File: src/rtl/nthband_error_quantizer_if.sv
// Stream bundle between the nth-band predictor, the error quantizer and the entropy coder.
// The slave view belongs to the quantizer; the master view belongs to its environment.
interface nthband_error_quantizer_if #(
   parameter int DATA_WIDTH  = 16,
   parameter int SHIFT_WIDTH = 4
);
   logic [SHIFT_WIDTH-1:0]       quant_shift;
   logic                         x_valid;
   logic                         x_ready;
   logic [DATA_WIDTH-1:0]        x_data;
   logic                         prediction_valid;
   logic                         prediction_ready;
   logic signed [DATA_WIDTH:0]   prediction_data;
   logic                         qerr_valid;
   logic                         qerr_ready;
   logic signed [DATA_WIDTH+1:0] qerr_data;
   logic                         qerr_last;
   logic                         xhat_valid;
   logic                         xhat_ready;
   logic [DATA_WIDTH-1:0]        xhat_data;

   modport master (
      output quant_shift, x_valid, x_data, prediction_valid, prediction_data,
             qerr_ready, xhat_ready,
      input  x_ready, prediction_ready, qerr_valid, qerr_data, qerr_last,
             xhat_valid, xhat_data
   );

   modport slave (
      input  quant_shift, x_valid, x_data, prediction_valid, prediction_data,
             qerr_ready, xhat_ready,
      output x_ready, prediction_ready, qerr_valid, qerr_data, qerr_last,
             xhat_valid, xhat_data
   );
endinterface

File: src/rtl/nthband_error_quantizer.sv
// Joins raw samples with predictions, quantizes the prediction error with a per-block shift,
// and forks the quantized error (to the coder) and the reconstructed sample (to the predictor).
module nthband_error_quantizer #(
   parameter int DATA_WIDTH     = 16,
   parameter int BLOCK_SIZE_LOG = 8,
   parameter int SHIFT_WIDTH    = 4
) (
   input logic                   clk,
   input logic                   rst,
   nthband_error_quantizer_if.slave bus
);
   localparam int EW = DATA_WIDTH + 2;
   localparam int RW = DATA_WIDTH + 3;

   // Round half away from zero: sign(e) * ((|e| + 2^(s-1)) >> s); s == 0 passes e through.
   function automatic logic signed [EW-1:0] round_err(input logic signed [EW-1:0] e,
                                                      input logic [SHIFT_WIDTH-1:0] s);
      logic [EW-1:0]        mag;
      logic [EW:0]          sum;
      logic [EW-1:0]        rq;
      logic signed [EW-1:0] res;
      mag = e[EW-1] ? EW'(-e) : EW'(e);
      sum = {1'b0, mag} + ((EW+1)'(1) << (s - SHIFT_WIDTH'(1)));
      rq  = EW'(sum >> s);
      if (s == '0)
         res = e;
      else if (e[EW-1])
         res = -$signed(rq);
      else
         res = $signed(rq);
      return res;
   endfunction

   function automatic logic [DATA_WIDTH-1:0] sat_rec(input logic signed [RW-1:0] v);
      logic [DATA_WIDTH-1:0] res;
      if (v[RW-1])
         res = '0;
      else if (|v[RW-2:DATA_WIDTH])
         res = '1;
      else
         res = v[DATA_WIDTH-1:0];
      return res;
   endfunction

   logic                          vld_p1, qp, xp;
   logic                          b_free, a_adv, a_free, join_p0;
   logic [BLOCK_SIZE_LOG-1:0]     cnt;
   logic [SHIFT_WIDTH-1:0]        shift_lat, shift_p0, shift_p1;
   logic signed [EW-1:0]          x_p0, pred_ext_p0, e_p0, e_p1, q_p1, q_p2;
   logic signed [DATA_WIDTH:0]    pred_p1;
   logic                          last_p1, last_p2;
   logic [DATA_WIDTH-1:0]         rec_p1, rec_p2;

   // Stage p0: join and flow control; reset forces the inputs not-ready
   assign b_free  = (!qp || bus.qerr_ready) && (!xp || bus.xhat_ready);
   assign a_adv   = vld_p1 && b_free;
   assign a_free  = !rst && (!vld_p1 || a_adv);
   assign join_p0 = bus.x_valid && bus.prediction_valid && a_free;

   assign bus.x_ready          = bus.prediction_valid && a_free;
   assign bus.prediction_ready = bus.x_valid && a_free;

   assign shift_p0    = (cnt == '0) ? bus.quant_shift : shift_lat;
   assign x_p0        = $signed({2'b00, bus.x_data});
   assign pred_ext_p0 = EW'(bus.prediction_data);
   assign e_p0        = x_p0 - pred_ext_p0;

   always_ff @(posedge clk or posedge rst) begin
      if (rst) begin
         vld_p1    <= 1'b0;
         cnt       <= '0;
         shift_lat <= '0;
         qp        <= 1'b0;
         xp        <= 1'b0;
      end else begin
         if (a_free)
            vld_p1 <= join_p0;
         if (join_p0) begin
            cnt <= cnt + BLOCK_SIZE_LOG'(1);
            if (cnt == '0)
               shift_lat <= bus.quant_shift;
         end
         if (a_adv) begin
            qp <= 1'b1;
            xp <= 1'b1;
         end else begin
            if (bus.qerr_ready) qp <= 1'b0;
            if (bus.xhat_ready) xp <= 1'b0;
         end
      end
   end

   // Stage p1: error, prediction and effective shift
   always_ff @(posedge clk) begin
      if (join_p0) begin
         e_p1     <= e_p0;
         pred_p1  <= bus.prediction_data;
         shift_p1 <= shift_p0;
         last_p1  <= (cnt == '1);
      end
   end

   assign q_p1   = round_err(e_p1, shift_p1);
   assign rec_p1 = sat_rec(RW'(pred_p1) + (RW'(q_p1) <<< shift_p1));

   // Stage p2: output registers held until each consumer has taken its copy
   always_ff @(posedge clk or posedge rst) begin
      if (rst) begin
         q_p2    <= '0;
         rec_p2  <= '0;
         last_p2 <= 1'b0;
      end else if (a_adv) begin
         q_p2    <= q_p1;
         rec_p2  <= rec_p1;
         last_p2 <= last_p1;
      end
   end

   assign bus.qerr_valid = qp;
   assign bus.qerr_data  = q_p2;
   assign bus.qerr_last  = last_p2;
   assign bus.xhat_valid = xp;
   assign bus.xhat_data  = rec_p2;
endmodule

File: src/flat_wrapper.sv
// flat-port wrapper written by rule: the top's interface ports become plain ports
module nthband_error_quantizer_flat 
#(
   parameter int DATA_WIDTH     = 16,
   parameter int BLOCK_SIZE_LOG = 8,
   parameter int SHIFT_WIDTH    = 4
)
  (clk, rst, bus_quant_shift, bus_x_valid, bus_x_data, bus_prediction_valid, bus_prediction_data, bus_qerr_ready, bus_xhat_ready, bus_x_ready, bus_prediction_ready, bus_qerr_valid, bus_qerr_data, bus_qerr_last, bus_xhat_valid, bus_xhat_data);
  nthband_error_quantizer_if #(.DATA_WIDTH(DATA_WIDTH), .SHIFT_WIDTH(SHIFT_WIDTH)) bus_i ();
  input logic clk;
  input logic rst;
  input wire logic [$bits(bus_i.quant_shift)-1:0] bus_quant_shift;
  input wire logic [$bits(bus_i.x_valid)-1:0] bus_x_valid;
  input wire logic [$bits(bus_i.x_data)-1:0] bus_x_data;
  input wire logic [$bits(bus_i.prediction_valid)-1:0] bus_prediction_valid;
  input wire logic [$bits(bus_i.prediction_data)-1:0] bus_prediction_data;
  input wire logic [$bits(bus_i.qerr_ready)-1:0] bus_qerr_ready;
  input wire logic [$bits(bus_i.xhat_ready)-1:0] bus_xhat_ready;
  output wire logic [$bits(bus_i.x_ready)-1:0] bus_x_ready;
  output wire logic [$bits(bus_i.prediction_ready)-1:0] bus_prediction_ready;
  output wire logic [$bits(bus_i.qerr_valid)-1:0] bus_qerr_valid;
  output wire logic [$bits(bus_i.qerr_data)-1:0] bus_qerr_data;
  output wire logic [$bits(bus_i.qerr_last)-1:0] bus_qerr_last;
  output wire logic [$bits(bus_i.xhat_valid)-1:0] bus_xhat_valid;
  output wire logic [$bits(bus_i.xhat_data)-1:0] bus_xhat_data;
  assign bus_i.quant_shift = bus_quant_shift;
  assign bus_i.x_valid = bus_x_valid;
  assign bus_i.x_data = bus_x_data;
  assign bus_i.prediction_valid = bus_prediction_valid;
  assign bus_i.prediction_data = bus_prediction_data;
  assign bus_i.qerr_ready = bus_qerr_ready;
  assign bus_i.xhat_ready = bus_xhat_ready;
  assign bus_x_ready = bus_i.x_ready;
  assign bus_prediction_ready = bus_i.prediction_ready;
  assign bus_qerr_valid = bus_i.qerr_valid;
  assign bus_qerr_data = bus_i.qerr_data;
  assign bus_qerr_last = bus_i.qerr_last;
  assign bus_xhat_valid = bus_i.xhat_valid;
  assign bus_xhat_data = bus_i.xhat_data;
  nthband_error_quantizer #(.DATA_WIDTH(DATA_WIDTH), .BLOCK_SIZE_LOG(BLOCK_SIZE_LOG), .SHIFT_WIDTH(SHIFT_WIDTH)) u_core (.clk(clk), .rst(rst), .bus(bus_i));
endmodule
File: config.mk
export PLATFORM = sky130hd
export DESIGN_NAME = nthband_error_quantizer_flat
export DESIGN_NICKNAME = d
export VERILOG_FILES = /design/src/rtl/nthband_error_quantizer_if.sv /design/src/rtl/nthband_error_quantizer.sv /design/src/flat_wrapper.sv
export SDC_FILE = /design/constraint.sdc
export NUM_CORES = 1
export LEC_CHECK = 0
export BUFFER_PORTS_ARGS = -buffer_cell sky130_fd_sc_hd__buf_2
export CAP_MARGIN = 20
export CELL_PAD_IN_SITES_DETAIL_PLACEMENT = 1
export CELL_PAD_IN_SITES_GLOBAL_PLACEMENT = 2
export CORE_ASPECT_RATIO = 0.8
export CORE_MARGIN = 1.5
export CORE_UTILIZATION = 40
export CTS_CLUSTER_DIAMETER = 100
export DETAILED_ROUTE_END_ITERATION = 6
export PLACE_DENSITY = 0.89
export SYNTH_ARGS = -nofsm -noshare
export SYNTH_HDL_FRONTEND = slang
export SYNTH_SLANG_ARGS = --single-unit
File: constraint.sdc
create_clock -name clk -period 17 [get_ports clk]
set_clock_uncertainty 0.05 [all_clocks]
set_input_delay 3.4 -clock clk [delete_from_list [all_inputs] [get_ports clk]]
set_output_delay 3.4 -clock clk [all_outputs]
set_load 0.05 [all_outputs]
==> flow_summary.yaml <==
status:
  status: "finished, final reports clean"
finish:
  drive_gt1_share_pct: 15.27
  layout_commonest_cell: "nor2_1"
  multi_input_area_um2: 6812
  fillers: 2917
  syn2layout_area_growth_pct: 10.08
  layout.nets: 1346
  area.sequential_um2: 2452
  final_cell_mix: "nor2_1, nand2_1, buf_2"
timing:
  holdWs_ns: 0.4287
  worst_slew_pin_slew_ns: 1.153
  hold_viol: 0
  fin_crit_ns: 11.45
  fin_crit_sh_pct: 67.33
  setup-tns-final_ns: 0
  fmax_mhz: 87.37
  rsz0062_at_grt: "false"
  finalMaxSlewViolations: 0
  timing.slew.headroom_pct: 22.19
  setup-violations-final: 0
yosys:
  yosysWarnings: 0
  yosysSeqAreaShare_pct: 25.14
  synth-main-ff-cell: "dfrtp_1"
  syn_area_um2: 9754
  async_flop_share_pct: 55.56
  synth_cell_type_count: 98
  avgSynthCellArea_um2: 8.149
  synth.top_cell.area_share_pct: 12.83
  synth_edf_count: 40
  netlist_instances: 1197
  synth_top_area_cell: "dfrtp_1"
  ys_ff_latch: 90
  synth_top_cells_by_area: "dfrtp_1, edfxtp_1, ha_1"
  synthesis.nets: 1297
worst_setup_path:
  r2r_start: "u_core.shift_p1[3]"
  crit_fanout: 19
  cpMostUsedCell: "mux2i_1"
  required_ns: 17.24
  critPathLaunch: "u_core.shift_p1[3]"
  cp_top_family: "compound AO/OA/AOI/OAI gates"
  worst_path_largest_cell_delay_ns: 0.79
  cp_num_buf_inv: 3
  worstSetupStartpointType: "flip-flop"
  crit_arrival_ns: 11.68
  crit_path_top_delay_cell: "edfxtp_1"
  end_kind: "flip-flop"
  setup.worst_path.class: "reg2reg"
placement:
  gp_congestion: 0.9563
  portBuffers: 81
  hpwl_um: 27840
clock_tree:
  cts_resized: 0
  clock_path_buffers: 2
  hold_buffers: 0
  cts-root-buf: "clkbuf_16"
  cts.sinks: 90
  cts_buffers: 9
  cts_tree: "built"
  path_clk_slew_ns: 0.07
  clk_latency_ns: 0.36
  htreeDepth: 3
  post_cts.repair.setup_buffers: 0
drt:
  avgRoutedWirePerCell_um: 22.89
  via_count: 9779
  drc: 0
  dr.pass1.iters: 5
  ant_nets: 0
  first_iter_violations: 763
  wl_um: 35800
  post_drt_via_cell_ratio: 6.253
power:
  peakVddDrop_mv: 0.06246
  p_total_mw: 1.081
  power.leakage_nw: 4.626
  cellPowerDensity_nw_per_um2: 100.7
global_route:
  antenna_found_initial: 1
  grt_pass1_vias: 9496
  grt_max_degree: 57
  grt_usage_pct: 28.52
  grt_pass1_wl_um: 55700
  overflow: 0
floorplan:
  row_count: 50
  start_util_pct: 41.25
  die_y_um: 142.7
  fp.coreArea_um2: 23650
  dieArea_um2: 25340
  ios: 82
  die_w_um: 177.6
job:
  drv_cap: 0
min_path:
  min_from: "u_core.bus.qerr_data[13]"
  hold_path_class: "reg2reg"
## worst min-delay path: cells and delay by family (launching register included)
| family | cells | cell delay, ns |
|---|---|---|
| flops | 1 | 0.34 |
| compound gates | 1 | 0.06 |
| simple gates | 1 | 0.05 |
## per-layer routing
metal	share of wire [%]	routed length (µm)	track usage [%]	vias to the layer above
li1	-	-	-	4555
met1	49	17420	43.10	4833
met2	42	15030	41.57	364
met3	8.3	2978	6.310	27
met4	1.0	371	4.600	0
met5	0	0	0	-
## per-stage QoR
stage	area, µm²	std cells	utilization [%]	worst slack, ns
floorplan	9754	1197	-	8.205
CTS	10740	1563	45.40	5.820
global placement	10420	1547	44.06	6.014
detailed placement	10420	1547	44.06	5.896
finish	10740	1564	45.41	5.554
global route	10740	1563	45.40	4.751
## logic make-up (layout without fill, tap and decap cells)
group,count (synthesis),after routing,share of synthesized area (%)
flops,90,90,25.14
fa+ha+maj,57,57,7.542
compound gates,351,351,26.87
xor+xnor,63,63,5.811
buf+inv,121,175,5.054
simple gates,443,443,21.47
mux,72,72,8.107
other cells,0,1,0
## registers in the layout (all words and copies together), names as in the netlist
name	count
u_core.bus.qerr_data	18
u_core.last_p1	1
u_core.shift_lat	4
u_core.bus.qerr_valid	1
u_core.cnt	8
u_core.pred_p1	17
u_core.shift_p1	4
u_core.e_p1	18
u_core.vld_p1	1
u_core.bus.qerr_last	1
u_core.bus.xhat_data	16
u_core.bus.xhat_valid	1
## cell usage after synthesis, drive strengths merged (12+ instances only)
cell type  count
nor2         167
nand2        121
o21ai         64
a21oi         57
inv           57
ha            54
dfrtp         50
clkbuf        48
xnor2         47
mux2i         44
edfxtp        40
nor3          33
mux2          26
a211oi        21
a22oi         21
nand3         21
nor4b         18
o21a          17
o31ai         17
o211ai        16
xor2          16
buf           13
nand2b        13
nand4         13
a21boi        12
## area by class of cell
type / count / area share [%]
multi-input cells: 986 / 63.44
flip-flops and latches: 90 / 22.84
repair buffers: 99 / 5.034
well taps: 312 / 3.636
clock buffers: 10 / 2.330
inverters: 60 / 2.097
clock inverters: 6 / 0.6059
diodes: 1 / 0.02330
## power breakdown
part | switching [mW] | internal [mW] | total (mW)
logic | 0.376 | 0.166 | 0.542
clock network | 0.104 | 0.113 | 0.217
registers | 0.0391 | 0.283 | 0.322
## final timing paths
| check | slack, ns | cells past startpoint | to |
|---|---|---|---|
| min | 0.43 | 2 | u_core.bus.qerr_data[13] |
| min reg2reg | 0.43 | 2 | u_core.bus.qerr_data[13] |
| max in group asynchronous | 13.21 | 3 | u_core.bus.qerr_data[8] |
| max | 5.55 | 35 | u_core.bus.xhat_data[15] |
| max reg2reg | 5.55 | 35 | u_core.bus.xhat_data[15] |
| min in group asynchronous | 3.18 | 3 | u_core.cnt[7] |
No activity file was read; power rests on OpenSTA's default activity.
